**src/rtl/approx_add_pipe.sv**
```systemverilog
// approx_add_pipe: pipelined approximate/exact unsigned adder with valid/ready flow control.
// Low APPROX_BITS result bits are A|B in approximate mode; the upper part is a carry-ripple
// add split into STAGES register slices, so a result leaves STAGES cycles after acceptance.
// Optional feature macro: ERROR_STATS_EN adds error counters (stats_clr, err_cnt, err_sum).
// Ports:
//   clk, rst              clock, asynchronous active-high reset
//   in_valid / in_ready   operand handshake (A, B, exact_mode)
//   out_valid / out_ready result handshake (O, WIDTH+1 bits, never wraps)
//   stats_clr, err_cnt, err_sum   (ERROR_STATS_EN only) clear, error count, summed |error|
module approx_add_pipe #(
    parameter int unsigned WIDTH       = 16,
    parameter int unsigned APPROX_BITS = 6,
    parameter int unsigned STAGES      = 2
) (
    input  logic             clk,
    input  logic             rst,
    input  logic             in_valid,
    output logic             in_ready,
    input  logic [WIDTH-1:0] A,
    input  logic [WIDTH-1:0] B,
    input  logic             exact_mode,
    output logic             out_valid,
    input  logic             out_ready,
    output logic [WIDTH:0]   O
`ifdef ERROR_STATS_EN
    ,
    input  logic             stats_clr,
    output logic [31:0]      err_cnt,
    output logic [31:0]      err_sum
`endif
);

    localparam int unsigned UW = WIDTH - APPROX_BITS;
    localparam int SW = int'((UW + STAGES - 1) / STAGES);
    localparam logic [WIDTH-1:0] LO_MASK  = WIDTH'((65'd1 << APPROX_BITS) - 65'd1);
    // Single-bit mask of the top approximate bit (zero when APPROX_BITS = 0)
    localparam logic [WIDTH-1:0] TOP_MASK = LO_MASK ^ (LO_MASK >> 1);

    // Whole pipeline moves together; a stalled output freezes every stage
    assign in_ready = out_ready | ~out_valid;

    // Low part, resolved before the first register: OR bits or exact low sum plus its carry
    logic [WIDTH-1:0] lo_sum;
    logic [WIDTH-1:0] res0;
    logic             c0;

    assign lo_sum = (A & LO_MASK) + (B & LO_MASK);
    assign res0   = exact_mode ? (lo_sum & LO_MASK) : ((A | B) & LO_MASK);
    assign c0     = exact_mode ? lo_sum[APPROX_BITS] : (|(A & B & TOP_MASK));

    // One upper-add slice per stage; operands not yet consumed ride along in g_op
    for (genvar s = 0; s < STAGES; s++) begin : g_st
        localparam int LO = s * SW;
        localparam int HI = (s + 1) * SW;

        logic [UW-1:0]    a_in, b_in;
        logic [WIDTH-1:0] r_in, r_d, r_q;
        logic             c_in, c_d, c_q;
        logic             v_in, v_q;
`ifdef ERROR_STATS_EN
        logic [WIDTH:0]   ex_in, ex_q;
`endif

        if (s == 0) begin : g_src
            assign a_in = A[WIDTH-1:APPROX_BITS];
            assign b_in = B[WIDTH-1:APPROX_BITS];
            assign r_in = res0;
            assign c_in = c0;
            assign v_in = in_valid;
`ifdef ERROR_STATS_EN
            assign ex_in = (WIDTH+1)'(A) + (WIDTH+1)'(B);
`endif
        end else begin : g_src
            assign a_in = g_op[s-1].a_q;
            assign b_in = g_op[s-1].b_q;
            assign r_in = g_st[s-1].r_q;
            assign c_in = g_st[s-1].c_q;
            assign v_in = g_st[s-1].v_q;
`ifdef ERROR_STATS_EN
            assign ex_in = g_st[s-1].ex_q;
`endif
        end

        // Ripple the carry through this stage's slice of upper bits [LO, HI)
        always_comb begin
            r_d = r_in;
            c_d = c_in;
            for (int i = 0; i < int'(UW); i++) begin
                if (i >= LO && i < HI) begin
                    r_d[int'(APPROX_BITS) + i] = a_in[i] ^ b_in[i] ^ c_d;
                    c_d = (a_in[i] & b_in[i]) | (c_d & (a_in[i] ^ b_in[i]));
                end
            end
        end

        always_ff @(posedge clk or posedge rst) begin
            if (rst) begin
                v_q <= 1'b0;
                r_q <= '0;
                c_q <= 1'b0;
            end else if (in_ready) begin
                v_q <= v_in;
                r_q <= r_d;
                c_q <= c_d;
            end
        end

`ifdef ERROR_STATS_EN
        // Exact reference sum travels with the result for error measurement
        always_ff @(posedge clk or posedge rst) begin
            if (rst) begin
                ex_q <= '0;
            end else if (in_ready) begin
                ex_q <= ex_in;
            end
        end
`endif
    end

    // Operand registers between stages (none after the last stage)
    for (genvar s = 0; s < int'(STAGES) - 1; s++) begin : g_op
        logic [UW-1:0] a_q, b_q;

        always_ff @(posedge clk or posedge rst) begin
            if (rst) begin
                a_q <= '0;
                b_q <= '0;
            end else if (in_ready) begin
                a_q <= g_st[s].a_in;
                b_q <= g_st[s].b_in;
            end
        end
    end

    assign out_valid = g_st[STAGES-1].v_q;
    assign O         = {g_st[STAGES-1].c_q, g_st[STAGES-1].r_q};

`ifdef ERROR_STATS_EN
    localparam int unsigned AW = (WIDTH + 2 > 34) ? WIDTH + 2 : 34;
    localparam logic [AW-1:0] SAT = AW'(32'hFFFF_FFFF);

    logic [WIDTH:0] ex_o, diff;
    logic [AW-1:0]  acc;

    assign ex_o = g_st[STAGES-1].ex_q;
    assign diff = (O >= ex_o) ? (O - ex_o) : (ex_o - O);
    assign acc  = AW'(err_sum) + AW'(diff);

    // Saturating error statistics on output transfers; clear has priority
    always_ff @(posedge clk or posedge rst) begin
        if (rst) begin
            err_cnt <= '0;
            err_sum <= '0;
        end else if (stats_clr) begin
            err_cnt <= '0;
            err_sum <= '0;
        end else if (out_valid && out_ready && (diff != '0)) begin
            if (err_cnt != 32'hFFFF_FFFF) begin
                err_cnt <= err_cnt + 32'd1;
            end
            err_sum <= (acc > SAT) ? 32'hFFFF_FFFF : acc[31:0];
        end
    end
`endif

endmodule

```
**config.mk**
```make
export PLATFORM = sky130hd
export DESIGN_NAME = approx_add_pipe
export DESIGN_NICKNAME = d
export VERILOG_FILES = /design/src/rtl/approx_add_pipe.sv
export SDC_FILE = /design/constraint.sdc
export NUM_CORES = 1
export LEC_CHECK = 0
export ABC_CLOCK_PERIOD_IN_PS = 2890
export BUFFER_PORTS_ARGS = -buffer_cell sky130_fd_sc_hd__buf_4
export CAP_MARGIN = 30
export CORE_MARGIN = 3
export CORE_UTILIZATION = 32
export CTS_CLUSTER_DIAMETER = 30
export DETAILED_ROUTE_END_ITERATION = 6
export GPL_TIMING_DRIVEN = 0
export HOLD_SLACK_MARGIN = 0.03
export PLACE_DENSITY_LB_ADDON = 0.2
export SETUP_SLACK_MARGIN = 0.4
export SLEW_MARGIN = 20
export SYNTH_ARGS = -nofsm -noshare
export SYNTH_HDL_FRONTEND = slang
export SYNTH_SLANG_ARGS = --single-unit
```
**constraint.sdc**
```tcl
create_clock -name clk -period 2.89 [get_ports clk]
set_clock_uncertainty 0.15 [all_clocks]
set_input_delay 0.578 -clock clk [delete_from_list [all_inputs] [get_ports clk]]
set_output_delay 0.578 -clock clk [all_outputs]
set_load 0.01 [all_outputs]
```
==> metrics.txt <==
# TYPE chip_impl_metric gauge
chip_impl_metric{name="place.gp.congestion",unit=""} 0.7596
chip_impl_metric{name="power-per-cell-area",unit="mW/mm^2"} 627.4
chip_impl_metric{name="synth_sequential_area_ratio",unit="%"} 47.51
chip_impl_info{name="min-delay-path-class",value="primary input to asynchronous set/reset pin"} 1
chip_impl_metric{name="synth.ff_latch_count",unit=""} 41
chip_impl_metric{name="num_antenna_cells",unit=""} 0
chip_impl_info{name="cp_slowest_cell",value="sky130_fd_sc_hd__fa_1"} 1
chip_impl_metric{name="final_cell_count_no_fill",unit=""} 326
chip_impl_metric{name="ff2ff_path_depth",unit=""} 9
chip_impl_metric{name="achievable-frequency",unit="GHz"} 0.2731
chip_impl_info{name="setup.worst_path.class",value="primary input to flip-flop"} 1
chip_impl_info{name="timing.critical_path.to_type",value="flip-flop"} 1
chip_impl_metric{name="power_frac_seq",unit="%"} 43.0
chip_impl_metric{name="total_area_of_multi_input_combinational_cells",unit="mm^2"} 0.001061
chip_impl_metric{name="drive_gt1_share",unit="%"} 50.20
chip_impl_info{name="cp-start-kind",value="primary input"} 1
chip_impl_metric{name="area_growth",unit="%"} 35.05
chip_impl_metric{name="detail-route-antenna-nets",unit=""} 0
chip_impl_metric{name="clk_pin_slew",unit="ns"} 0.08
chip_impl_metric{name="fin_nets",unit=""} 308
chip_impl_info{name="crit_chain",value="buf_6 -> ha_4 -> inv_2 -> fa_2 -> nor2b_4 -> o31a_1 -> o211ai_1 -> nand2b_1 -> fa_2 -> fa_2 -> fa_2 -> fa_2 -> inv_2 -> fa_1 -> a21oi_2"} 1
chip_impl_metric{name="switch_share",unit="%"} 28.13
chip_impl_info{name="run_status",value="finished with violations"} 1
chip_impl_metric{name="wire_per_inst",unit="um"} 13.43
chip_impl_metric{name="drc_errors",unit=""} 0
chip_impl_metric{name="cts_htree_levels",unit=""} 2
chip_impl_metric{name="syn_area",unit="mm^2"} 0.002160
chip_impl_info{name="layout.cells.most_common",value="sky130_fd_sc_hd__buf_4"} 1
chip_impl_metric{name="vdd.ir_drop.worst",unit="mV"} 0.1921
chip_impl_info{name="critical_register_to_register_path_startpoint",value="g_st[0].c_q$_DFFE_PP0P_"} 1
chip_impl_metric{name="rows",unit=""} 29
chip_impl_info{name="final_cell_mix",value="sky130_fd_sc_hd__buf_4, sky130_fd_sc_hd__dfrtp_1, sky130_fd_sc_hd__mux2_2"} 1
chip_impl_metric{name="grt_first_pass_wirelength",unit="mm"} 7.652
chip_impl_metric{name="dieArea",unit="mm^2"} 0.007770
chip_impl_metric{name="timing.final.setup_violations",unit=""} 4
chip_impl_metric{name="initial_antenna_violation_count",unit=""} 0
chip_impl_metric{name="slowest_delay",unit="ns"} 0.42
chip_impl_metric{name="fin_util",unit="%"} 45.16
chip_impl_metric{name="final_max_slew_viol_count",unit=""} 0
chip_impl_metric{name="port_buffers",unit=""} 55
chip_impl_metric{name="p_leak",unit="nW"} 1.387
chip_impl_metric{name="postCtsHoldBufs",unit=""} 0
chip_impl_metric{name="design_area",unit="mm^2"} 0.002917
chip_impl_metric{name="yosys_warnings",unit=""} 0
chip_impl_metric{name="num_vias",unit=""} 1480
chip_impl_metric{name="cts_max_path_buffers",unit=""} 2
chip_impl_metric{name="filler_cell_count",unit=""} 629
chip_impl_metric{name="mappedNetlistNets",unit=""} 241
chip_impl_metric{name="yosysUniqueCellTypes",unit=""} 26
chip_impl_metric{name="clk_latency",unit="ns"} 0.29
chip_impl_metric{name="worstPathArrival",unit="ns"} 3.73
chip_impl_metric{name="drt-initial-drc-count",unit=""} 35
chip_impl_metric{name="route.detailed.vias_per_inst",unit=""} 4.540
chip_impl_metric{name="global_route.overflow_total",unit=""} 0
chip_impl_metric{name="sequential_cell_area",unit="mm^2"} 0.001026
chip_impl_info{name="clockRootBuffer",value="sky130_fd_sc_hd__clkbuf_8"} 1
chip_impl_metric{name="maximum_number_of_pins_on_one_net_before_global_route_repair",unit=""} 35
chip_impl_metric{name="period_share",unit="%"} 126.7
chip_impl_metric{name="cellInternalPower",unit="W"} 0.001315
chip_impl_info{name="failed_checks",value="negative setup slack"} 1
chip_impl_info{name="cts_tree",value="done"} 1
chip_impl_metric{name="postPlaceCellArea",unit="mm^2"} 0.002739
chip_impl_metric{name="fin_worst_hold_slack",unit="ns"} 0.04333
chip_impl_metric{name="timing.critical_path.fanout_max",unit=""} 2
chip_impl_metric{name="tritoncts.num_buffers",unit=""} 5
chip_impl_metric{name="detail_route.first_pass.iterations",unit=""} 4
chip_impl_metric{name="initial_core_util",unit="%"} 33.44
chip_impl_metric{name="hpwlAfterDp",unit="mm"} 3.431
chip_impl_metric{name="worstMarginPinSlew",unit="ns"} 0.2941
chip_impl_metric{name="power.net_switching",unit="W"} 0.0005148
chip_impl_metric{name="cap_viol_max_count",unit=""} 0
chip_impl_metric{name="share_comb_of_total_power",unit="%"} 30.8
chip_impl_metric{name="post_synth.cell_area_avg",unit="um^2"} 11.93
chip_impl_metric{name="grt_use_total",unit="%"} 12.69
chip_impl_metric{name="ios",unit=""} 56
chip_impl_metric{name="required",unit="ns"} 2.96
chip_impl_metric{name="numPlacedInstances",unit=""} 314
chip_impl_info{name="regToRegEndpoint",value="g_st[1].r_q[15]$_DFFE_PP0P_"} 1
chip_impl_metric{name="die-width",unit="um"} 88.15
chip_impl_metric{name="cts_sinks",unit=""} 41
chip_impl_info{name="cp_common_cell",value="sky130_fd_sc_hd__fa_2"} 1
chip_impl_metric{name="final-hold-violation-count",unit=""} 0
chip_impl_metric{name="worst_slack",unit="ns"} -0.7716
chip_impl_metric{name="worst_slew_margin_rel",unit="%"} 80.31
chip_impl_metric{name="r2r_setup_slack",unit="ns"} 0.36
chip_impl_metric{name="die_boundary_height",unit="um"} 88.15
chip_impl_metric{name="first_global_vias",unit=""} 1632
chip_impl_metric{name="drt_wl_total",unit="mm"} 4.378
chip_impl_info{name="rsz0062_at_grt",value="true"} 1
chip_impl_metric{name="core_region_area",unit="mm^2"} 0.006459
chip_impl_metric{name="clock_power_share",unit="%"} 26.3
chip_impl_metric{name="finalSetupTns",unit="ns"} -1.942
chip_impl_metric{name="finalCriticalPeriod",unit="ns"} 3.662
chip_impl_metric{name="post_synth_inst_count",unit=""} 181
[layer usage]
layer	track usage (%)	wire length (um)	vias to the layer above
li1	-	-	724
met1	16.95	2075	714
met2	21.23	2044	40
met3	2.728	223	2
met4	2.885	35	0
met5	0	0	-
[sequential cells by signal (all words and copies together), names as in the netlist]
register / count
g_st.r_q: 27
g_op.a_q: 5
g_op.b_q: 5
g_st.c_q: 2
g_st.v_q: 1
out_valid: 1
[kinds of logic (layout without fill, tap and decap cells)]
kind of cell             after synthesis  after routing  synth area share (%)
flip-flops                            41             41                 47.51
buffers and inverters                 33            101                 6.431
AO/OA/AOI/OAI                         30             30                 8.864
multiplexers                          26             26                 13.56
AND/OR/NAND/NOR                       26             26                 5.678
adder cells (fa/ha/maj)               23             23                 17.15
XOR/XNOR                               2              2                0.8113
[metrics by stage]
| stage | total power [W] | setup WS, ns |
|---|---|---|
| 2_1_floorplan | 0.001089 | -0.7751 |
| 3_3_place_gp | 0.001337 | -1.183 |
| 3_5_place_dp | 0.001352 | -1.209 |
| 4_1_cts | 0.001852 | -0.8053 |
| 5_1_grt | 0.001957 | -0.8875 |
| 6_report | 0.001830 | -0.7716 |
[synthesized netlist by cell type]
library cell                count  area [um^2]
sky130_fd_sc_hd__a211o_1        1        8.760
sky130_fd_sc_hd__a211o_2        1        10.01
sky130_fd_sc_hd__a211oi_2       1        12.51
sky130_fd_sc_hd__a21o_1         1        7.510
sky130_fd_sc_hd__a21oi_1       11        55.05
sky130_fd_sc_hd__a31oi_1        2        12.51
sky130_fd_sc_hd__and4b_1        1        10.01
sky130_fd_sc_hd__buf_2          6        30.03
sky130_fd_sc_hd__buf_4          2        15.01
sky130_fd_sc_hd__dfrtp_1       41         1026
sky130_fd_sc_hd__fa_1          11        220.2
sky130_fd_sc_hd__ha_1          12        150.1
sky130_fd_sc_hd__inv_1         25        93.84
sky130_fd_sc_hd__mux2_2        26        292.8
sky130_fd_sc_hd__nand2_1        5        18.77
sky130_fd_sc_hd__nand2b_1       3        18.77
sky130_fd_sc_hd__nand3_1        1        5.000
sky130_fd_sc_hd__nor2_1        15        56.30
sky130_fd_sc_hd__nor2b_4        1        13.76
sky130_fd_sc_hd__o211ai_1       2        15.01
sky130_fd_sc_hd__o21a_1         1        7.510
sky130_fd_sc_hd__o21ai_0        7        35.03
sky130_fd_sc_hd__o22a_2         1        10.01
sky130_fd_sc_hd__o2bb2ai_1      1        8.760
sky130_fd_sc_hd__o31a_1         1        8.760
sky130_fd_sc_hd__xnor2_1        2        17.52
[layout make-up]
type                            instances  share of cell area, %
Clock inverter                          2                  1.287
Tap cell                               77                  3.303
Clock buffer                            6                  2.831
Timing Repair Buffer                   60                  16.26
Sequential cell                        41                  35.18
Multi-Input combinational cell        107                  36.38
Buffer                                  8                  1.544
Inverter                               25                  3.218
[critical path, delay by kind of cell]
kind	cells	cell delay, ns
buffers and inverters	3	0.22
AO/OA/AOI/OAI	3	0.56
AND/OR/NAND/NOR	2	0.16
adder cells (fa/ha/maj)	7	2.21
[timing repair]
action,4_1_cts,5_1_grt
setup endpoints to repair,6,6
resized for setup,11,2
cloned,0,0
buffers inserted,3,1
pin swaps,1,0
[how the worst max path moves through the flow]
stage | start | endpoint | slack (ns) | cells after the start
2_1_floorplan | A[0] | g_st[0].r_q[10]$_DFFE_PP0P_ | -0.78 | 14
3_3_place_gp | A[0] | g_st[0].r_q[10]$_DFFE_PP0P_ | -1.18 | 15
3_5_place_dp | A[0] | g_st[0].r_q[10]$_DFFE_PP0P_ | -1.21 | 15
4_1_cts | A[0] | g_st[0].r_q[10]$_DFFE_PP0P_ | -0.81 | 15
5_1_grt | A[0] | g_st[0].r_q[10]$_DFFE_PP0P_ | -0.89 | 15
6_report | A[0] | g_st[0].r_q[10]$_DFFE_PP0P_ | -0.77 | 15
[power groups by stage]
| stage | sequential (W) | combinational, W | clock [W] |
|---|---|---|---|
| floorplan | 0.000819 | 0.000270 | 0 |
| global placement | 0.000796 | 0.000541 | 0 |
| detailed placement | 0.000799 | 0.000553 | 0 |
| CTS | 0.000789 | 0.000572 | 0.000491 |
| global route | 0.000808 | 0.000636 | 0.000513 |
| finish | 0.000786 | 0.000563 | 0.000481 |
Power figures use the tool's default switching activity.
